--- src/rtl/veda_lsu_sequencer.sv ---
// veda_lsu_sequencer
//
// Load/store initiator for the single read/write port of the VEDA instruction
// memory. Accepts load and store burst requests, sequences them one word per
// memory access and returns load words / store completions on a response channel.
//
// Optional feature: define LSU_BOUNDS_CHECK_EN to reject requests whose burst would
// run past DEPTH-1. A rejected request makes no memory access and answers with
// rsp_err_o=1. Without the macro, addresses wrap modulo DEPTH and rsp_err_o is 0.
//
// Ports
//   clk_i        clock, all state updates on the rising edge
//   reset_i      synchronous active-high reset
//   req_valid_i  request present            req_ready_o  request accepted (IDLE only)
//   req_op_i     0 = store fill, 1 = load   req_addr_i   start word address
//   req_len_i    burst length minus 1       req_data_i   store fill value
//   rsp_valid_o  response present           rsp_ready_i  consumer accepts response
//   rsp_data_o   load word (0 for stores)   rsp_last_o   final response of request
//   rsp_err_o    request rejected
//   mem_wdata_o  memory data input (a)      mem_waddr_o  memory write address (b)
//   mem_raddr_o  memory read address (c)    mem_mode_o   0 = write, 1 = read
//   mem_write_o  memory access enable       mem_rdata_i  memory output, 1 cycle latency

module veda_lsu_sequencer #(
    parameter int unsigned WIDTH = 32,
    parameter int unsigned DEPTH = 32,
    parameter int unsigned LEN   = 32
) (
    input  logic             clk_i,
    input  logic             reset_i,
    input  logic             req_valid_i,
    output logic             req_ready_o,
    input  logic             req_op_i,
    input  logic [LEN-1:0]   req_addr_i,
    input  logic [2:0]       req_len_i,
    input  logic [WIDTH-1:0] req_data_i,
    output logic             rsp_valid_o,
    input  logic             rsp_ready_i,
    output logic [WIDTH-1:0] rsp_data_o,
    output logic             rsp_last_o,
    output logic             rsp_err_o,
    output logic [WIDTH-1:0] mem_wdata_o,
    output logic [LEN-1:0]   mem_waddr_o,
    output logic [LEN-1:0]   mem_raddr_o,
    output logic             mem_mode_o,
    output logic             mem_write_o,
    input  logic [WIDTH-1:0] mem_rdata_i
);

    typedef enum logic [2:0] {
        StIdle,
        StStore,
        StRdIssue,
        StRdWait,
        StResp
    } state_e;

    state_e           state_q, state_d;
    logic [LEN-1:0]   addr_q, addr_d;
    logic [3:0]       cnt_q, cnt_d;
    logic [WIDTH-1:0] fill_q, fill_d;
    logic [WIDTH-1:0] rsp_data_q, rsp_data_d;
    logic             rsp_last_q, rsp_last_d;
    // Memory-side address/data/mode registers: they hold the last driven value
    // whenever the port is not being accessed.
    logic [WIDTH-1:0] wdata_q, wdata_d;
    logic [LEN-1:0]   waddr_q, waddr_d;
    logic [LEN-1:0]   raddr_q, raddr_d;
    logic             mode_q, mode_d;
    logic [LEN-1:0]   addr_nxt;

`ifdef LSU_BOUNDS_CHECK_EN
    logic             err_q, err_d;
    logic [LEN:0]     start_ext;
    logic [LEN:0]     end_ext;
    logic             req_oob;

    // One extra bit so start + len cannot overflow before the compare.
    assign start_ext = {1'b0, req_addr_i};
    assign end_ext   = start_ext + (LEN + 1)'(req_len_i);
    assign req_oob   = (start_ext >= (LEN + 1)'(DEPTH)) || (end_ext >= (LEN + 1)'(DEPTH));
`endif

    // Word address increment, wrapping at the top of memory.
    assign addr_nxt = (addr_q == LEN'(DEPTH - 1)) ? '0 : addr_q + LEN'(1);

    always_comb begin
        state_d     = state_q;
        addr_d      = addr_q;
        cnt_d       = cnt_q;
        fill_d      = fill_q;
        rsp_data_d  = rsp_data_q;
        rsp_last_d  = rsp_last_q;
        wdata_d     = wdata_q;
        waddr_d     = waddr_q;
        raddr_d     = raddr_q;
        mode_d      = mode_q;
        mem_write_o = 1'b0;
`ifdef LSU_BOUNDS_CHECK_EN
        err_d       = err_q;
`endif

        unique case (state_q)
            StIdle: begin
                if (req_valid_i) begin
                    addr_d  = req_addr_i % LEN'(DEPTH);
                    cnt_d   = {1'b0, req_len_i} + 4'd1;
                    fill_d  = req_data_i;
                    state_d = req_op_i ? StRdIssue : StStore;
`ifdef LSU_BOUNDS_CHECK_EN
                    err_d   = 1'b0;
                    if (req_oob) begin
                        state_d    = StResp;
                        err_d      = 1'b1;
                        rsp_last_d = 1'b1;
                        rsp_data_d = '0;
                        cnt_d      = '0;
                    end
`endif
                end
            end

            StStore: begin
                mem_write_o = 1'b1;
                mode_d      = 1'b0;
                waddr_d     = addr_q;
                wdata_d     = fill_q;
                addr_d      = addr_nxt;
                cnt_d       = cnt_q - 4'd1;
                if (cnt_q == 4'd1) begin
                    state_d    = StResp;
                    rsp_data_d = '0;
                    rsp_last_d = 1'b1;
                end
            end

            StRdIssue: begin
                mem_write_o = 1'b1;
                mode_d      = 1'b1;
                raddr_d     = addr_q;
                state_d     = StRdWait;
            end

            StRdWait: begin
                rsp_data_d = mem_rdata_i;
                rsp_last_d = (cnt_q == 4'd1);
                cnt_d      = cnt_q - 4'd1;
                state_d    = StResp;
            end

            StResp: begin
                if (rsp_ready_i) begin
`ifdef LSU_BOUNDS_CHECK_EN
                    err_d = 1'b0;
`endif
                    // Only loads leave a non-zero count behind after a response.
                    if (cnt_q != 4'd0) begin
                        addr_d  = addr_nxt;
                        state_d = StRdIssue;
                    end else begin
                        state_d = StIdle;
                    end
                end
            end

            default: state_d = StIdle;
        endcase
    end

    always_ff @(posedge clk_i) begin
        if (reset_i) begin
            state_q    <= StIdle;
            addr_q     <= '0;
            cnt_q      <= '0;
            fill_q     <= '0;
            rsp_data_q <= '0;
            rsp_last_q <= 1'b0;
            wdata_q    <= '0;
            waddr_q    <= '0;
            raddr_q    <= '0;
            mode_q     <= 1'b0;
        end else begin
            state_q    <= state_d;
            addr_q     <= addr_d;
            cnt_q      <= cnt_d;
            fill_q     <= fill_d;
            rsp_data_q <= rsp_data_d;
            rsp_last_q <= rsp_last_d;
            wdata_q    <= wdata_d;
            waddr_q    <= waddr_d;
            raddr_q    <= raddr_d;
            mode_q     <= mode_d;
        end
    end

`ifdef LSU_BOUNDS_CHECK_EN
    always_ff @(posedge clk_i) begin
        if (reset_i) begin
            err_q <= 1'b0;
        end else begin
            err_q <= err_d;
        end
    end

    assign rsp_err_o = err_q;
`else
    assign rsp_err_o = 1'b0;
`endif

    assign req_ready_o = (state_q == StIdle);
    assign rsp_valid_o = (state_q == StResp);
    assign rsp_data_o  = rsp_data_q;
    assign rsp_last_o  = rsp_last_q;

    // The port shows the current access in the access cycle itself and holds it after.
    assign mem_wdata_o = wdata_d;
    assign mem_waddr_o = waddr_d;
    assign mem_raddr_o = raddr_d;
    assign mem_mode_o  = mode_d;

endmodule

--- config.mk ---
export PLATFORM = sky130hd
export DESIGN_NAME = veda_lsu_sequencer
export DESIGN_NICKNAME = d
export VERILOG_FILES = /design/src/rtl/veda_lsu_sequencer.sv
export SDC_FILE = /design/constraint.sdc
export NUM_CORES = 1
export LEC_CHECK = 0
export ABC_AREA = 1
export CORE_UTILIZATION = 49
export CTS_CLUSTER_SIZE = 20
export DETAILED_ROUTE_END_ITERATION = 6
export GPL_TIMING_DRIVEN = 0
export MAX_ROUTING_LAYER = met4
export PLACE_DENSITY = 0.8
export SYNTH_ARGS = -nofsm -noshare
export SYNTH_HDL_FRONTEND = slang
export SYNTH_SLANG_ARGS = --single-unit
--- constraint.sdc ---
create_clock -name clk_i -period 2.2 [get_ports clk_i]
set_input_delay 0.33 -clock clk_i [delete_from_list [all_inputs] [get_ports clk_i]]
set_output_delay 0.33 -clock clk_i [all_outputs]
set_load 0.03 [all_outputs]
Word level (Yosys, flattened, before mapping)
Index checks and enable logic that the tools add are counted.

Register bits: 201. Output and inout port bits: 134. Logic and storage cells: 57. Bits of input ports: 104.

Equal/unequal tests: 10. Reductions and logical operators: 12. Add/subtract/negate cells: 3. Multiplexer cells: 22.

Operators by type and width (number): $mux W32 (8); $pmux W32 S3 (1); $pmux W32 S2 (1); $add A32 B1 Y32 const B (1); $eq A32 B5 Y1 const B (1); $pmux W3 S5 (1); $mux W3 (3); $pmux W4 S2 (1); $eq A3 B2 Y1 const B (2); $reduce_and A2 Y1 (3); $add A3 B1 Y4 const B (1); $eq A4 B1 Y1 const B (1); $mux W2 (2); $mux W4 (1); $ne A2 B1 Y1 const B (2); $ne A2 B2 Y1 const B (2); $pmux W1 S2 (2); $reduce_and A4 Y1 (1); $reduce_bool A2 Y1 (2); $reduce_bool A4 Y1 (1); $reduce_or A2 Y1 (2); $sub A4 B1 Y4 const B (1); $eq A3 B1 Y1 const B (1); $eq A3 B3 Y1 const B (1); other kinds (4) (5).

Longest topological paths before layout
Word-level depth: 5. Gate-level depth with buffers: 13. Depth with buffers taken out: 11.

Least setup slack after synthesis
No wires, ideal clock.

Path kind: flip-flop to output port. From: reg state_q[1]. To: out mem_wdata_o[11]. Buffers on the path: 4. Stages on the path, launching flop included: 9. Slack: 0.283 ns. Data arrival time: 1.587 ns. Required time: 1.870 ns. Path through: dfxtp_1 -> buf_6 -> inv_2 -> nand2_2 -> inv_2 -> buf_6 -> buf_2 -> buf_2 -> a21oi_1.

Cells in the longest elaborated chain, start to end: 2.

RTL lines: start: declaration (RTL line 58) `state_e state_q, state_d;`; start signal: assignment (RTL line 172) `state_q <= StIdle;`; start signal: assignment (RTL line 183) `state_q <= state_d;`; $eq A3 B1 Y1 (RTL line 103) `unique case (state_q)`; $mux W32 (RTL line 103); end: declaration (RTL line 42) `output logic [WIDTH-1:0] mem_wdata_o,`.

Every way passes these cells.

Worst setup path after layout
From: reg state_q[0]. To: out mem_wdata_o[2].

The elaborated chain is that of the path after synthesis.

==> run summary <==
Final Worst Setup Slack - -0.08690 ns
Site row count - 49
Filler Cells Inserted - 1,284
Global-route wire length before repair - 46.44 mm
Warning count from the yosys run - 0
Clock edge transition at the registers on the reported setup and hold paths - 0.06 ns
Leading cell type in the layout, fill and taps excluded - dfxtp_1
Combinational family with the most area after synthesis - simple AND/OR/NAND/NOR gates
# diodes - 0
Worst Setup Start Kind - register
Avg Inst Size Synth - 7.421 sq um
Total design power - 0.01663 W
Number of port buffers - 208
Overall via count from detail_route - 9,633
Total Nets Final - 1,650
DP Worst Slack - -0.4536 ns
EDFF count, synth - 0
Endpoint kind of the worst setup timing path - output pin
Area added between synthesis and finish - 51.68%
Placed wire-length estimate after detailed placement - 19.05 mm
Simple-gate area share of the yosys netlist - 24.24%
Pwr dens - 1189 mW/mm^2
Violated checks - design-rule violations, negative setup slack
Vertical die dimension - 139.2 um
Final cycle utilization of the critical path - 103.9%
Vias per Instance - 5.403
Sequential share of the synthesized area - 43.62%
Cells along the critical path - inv_4 > nor2_4 > nand2_4 > inv_8 > buf_12 > clkbuf_8 > or2_4 > inv_2 > a21oi_2 > buf_6
Final cell area excluding filler cells - 0.01399 sq mm
Die area - 0.01938 sq mm
Pin count of the biggest net entering global routing - 14
Top library cells by usage in the layout, fill and taps aside - 198 x dfxtp_1, 130 x inv_1, 108 x clkdlybuf4s50_1, 104 x nor2_1, 99 x nand2_1
Min-delay worst type - input port to register
Number of cells produced by synthesis - 1,243
Total nets after synthesis - 1,351
Synth unique cells - 33
Buffer levels on the longest clock path - 3
Post-placement cell area - 0.01159 sq mm
Final-report max-slew violation count - 0
Antenna violations before repair - 0
Worst ir drop on vdd - 690.7 uV
Hold Vio Cnt, Final - 0
RSZ-0062 raised after global routing - yes
Remaining routing DRC violations - 6
Worst EP required - 1.87 ns
Mapped cell area - 0.009224 sq mm
Total negative slack - -3.191 ns
Number of global-route vias before repair - 9,434
H-Tree Depth - 1
Insertion delay of the later-clocked pin in the worst-skew pair - 0.51 ns
Max Cap Viol - 0
Highest cell delay on the worst timing path - 0.35 ns
Detailed router's first-iteration violation count - 517
Worst reg-to-reg setup slack - 0.25 ns
I/O pin count - 238
Complex-gate fraction of the synthesized area - 17.91%
Highest Clock Rate - 437.3 MHz
Critical path buffer and inverter count - 6
CTS tree - yes
Main flop type after synthesis - dfxtp_1
Core Footprint - 0.01821 sq mm
Worst path top cell family by delay - buffers and inverters
WL/cell - 16.69 um
Max-Slew Margin vs Limit - 51.56%
Xor and xnor fraction of the mapped netlist area - 0.9495%
Starting density of the core - 50.66%
Final Skew - 0.01006 ns
Total wirelength of the detailed-routed design - 29.76 mm
Static power due to leakage - 5.905 nW
Total overflow reported by the global router - 0
Cell at the root of the clock tree - clkbuf_16
Final count of negative-setup-slack endpoints - 81
Number of register bits inferred by synthesis - 201
Share of final-layout standard cells stronger than drive strength 1 - 34.88%
Post-detailed-route count of antenna-violating nets - 0
Share of the core filled with cells - 76.84%
Chip width - 139.2 um
Router iterations before antenna repair - 7
Total CTS buffers - 22
Share of flip-flops with an asynchronous set or reset - 0%
Arrival time of the worst setup path - 1.96 ns
Critical path class - register to output pin
Count of hold-fix buffers inserted at cts - 0
Multiplexer share of the synthesized area - 0%
Worst-path cell with the longest stage delay - dfxtp_2
Adder-cell share of the synthesized area - 0.5426%
Clock tree sinks - 201
Status - finished, violations left
Routability congestion estimate from global placement - 0.9528
Crit path time final - 2.287 ns
Transition at the pin with the smallest max-transition slack - 0.7265 ns
Critical Path Fanout Max - 7
Total global routing track utilization - 30.66%
## power breakdown
part,switching [W],leakage [nW],internal (W)
combinational,0.00467,3.90,0.00373
sequential,0.000203,1.64,0.00418
clock,0.00150,0.367,0.00235
## registers in the layout (all words and copies together), names as in the netlist
register    flops
waddr_q        32
wdata_q        32
mode_q          1
fill_q         32
addr_q         32
state_q         3
rsp_data_o     32
raddr_q        32
rsp_last_o      1
cnt_q           4
## logic make-up after synthesis
kind of cell	after synthesis
buffers and inverters	283
XOR/XNOR	10
adder cells (fa/ha/maj)	4
flip-flops	201
AND/OR/NAND/NOR	453
AO/OA/AOI/OAI	291
other	1
## what timing repair did
item                       in CTS  in global routing
cloned                          8                  2
buffers inserted               51                  6
pin swaps                      10                  8
resized for setup             958                 58
setup endpoints to repair     100                 99
hold endpoints to repair        0                  0
## layout make-up
cell class	instances	area (sq um)	share of cell area (%)
Inverter	198	765.7	5.473
Clock inverter	7	123.9	0.8854
Sequential cell	201	4028	28.79
Timing Repair Buffer	275	2715	19.41
Tap cell	229	286.5	2.048
Clock buffer	29	626.9	4.480
Buffer	85	708.2	5.062
Multi-Input combinational cell	759	4737	33.86
## layer usage
metal	part of all wire, %	global-route usage [%]	routed length [um]
met1	41	35.18	12140
met2	49	53.38	14580
met3	6.5	5.076	1945
met4	3.7	11.87	1091
met5	0	-	0
## cells in the mapped netlist, types with 2 or more instances
master | n | area share [%]
nor3_2 | 2 | 0.22
a211oi_2 | 4 | 0.54
inv_2 | 8 | 0.33
a211oi_1 | 60 | 4.9
nor2_4 | 4 | 0.49
clkbuf_2 | 8 | 0.43
ha_1 | 4 | 0.54
or2_2 | 98 | 6.6
xor2_1 | 9 | 0.85
o21ai_0 | 72 | 3.9
nand2_1 | 99 | 4.0
nor3_1 | 8 | 0.43
o211ai_1 | 4 | 0.33
clkbuf_1 | 39 | 1.6
dfxtp_1 | 201 | 44
inv_1 | 190 | 7.7
o21ai_1 | 5 | 0.27
buf_6 | 8 | 0.98
buf_2 | 28 | 1.5
nor2_1 | 104 | 4.2
nor2_2 | 7 | 0.47
nand2_2 | 12 | 0.81
a21oi_1 | 144 | 7.8
nand3_1 | 90 | 4.9
nand4_1 | 27 | 1.8
## worst reg2reg max path, delay by kind of cell, from the launching register on
family,cells,cell delay [ns]
fa+ha+maj,1,0.20
buf+inv,1,0.17
flops,1,0.44
simple gates,9,1.02
## metrics by stage
stage / hold WS, ns / cells
4_1_cts: 0.3884 / 1775
6_report: 0.3933 / 1783
5_1_grt: 0.4018 / 1783
3_3_place_gp: 0.4532 / 1680
2_1_floorplan: 0.4465 / 1243
3_5_place_dp: 0.4677 / 1680
## final timing paths
path,startpoint,to,cells after the start
setup / recovery,state_q[0]$_SDFFE_PP0P_,mem_wdata_o[2],10
hold / removal,mem_rdata_i[5],rsp_data_o[5]$_SDFFE_PP0P_,3
setup reg to reg,addr_q[1]$_SDFFE_PP0P_,addr_q[21]$_SDFFE_PP0P_,11
hold reg to reg,rsp_data_o[20]$_SDFFE_PP0P_,rsp_data_o[20]$_SDFFE_PP0P_,2
(Power assumes the default switching activity.)
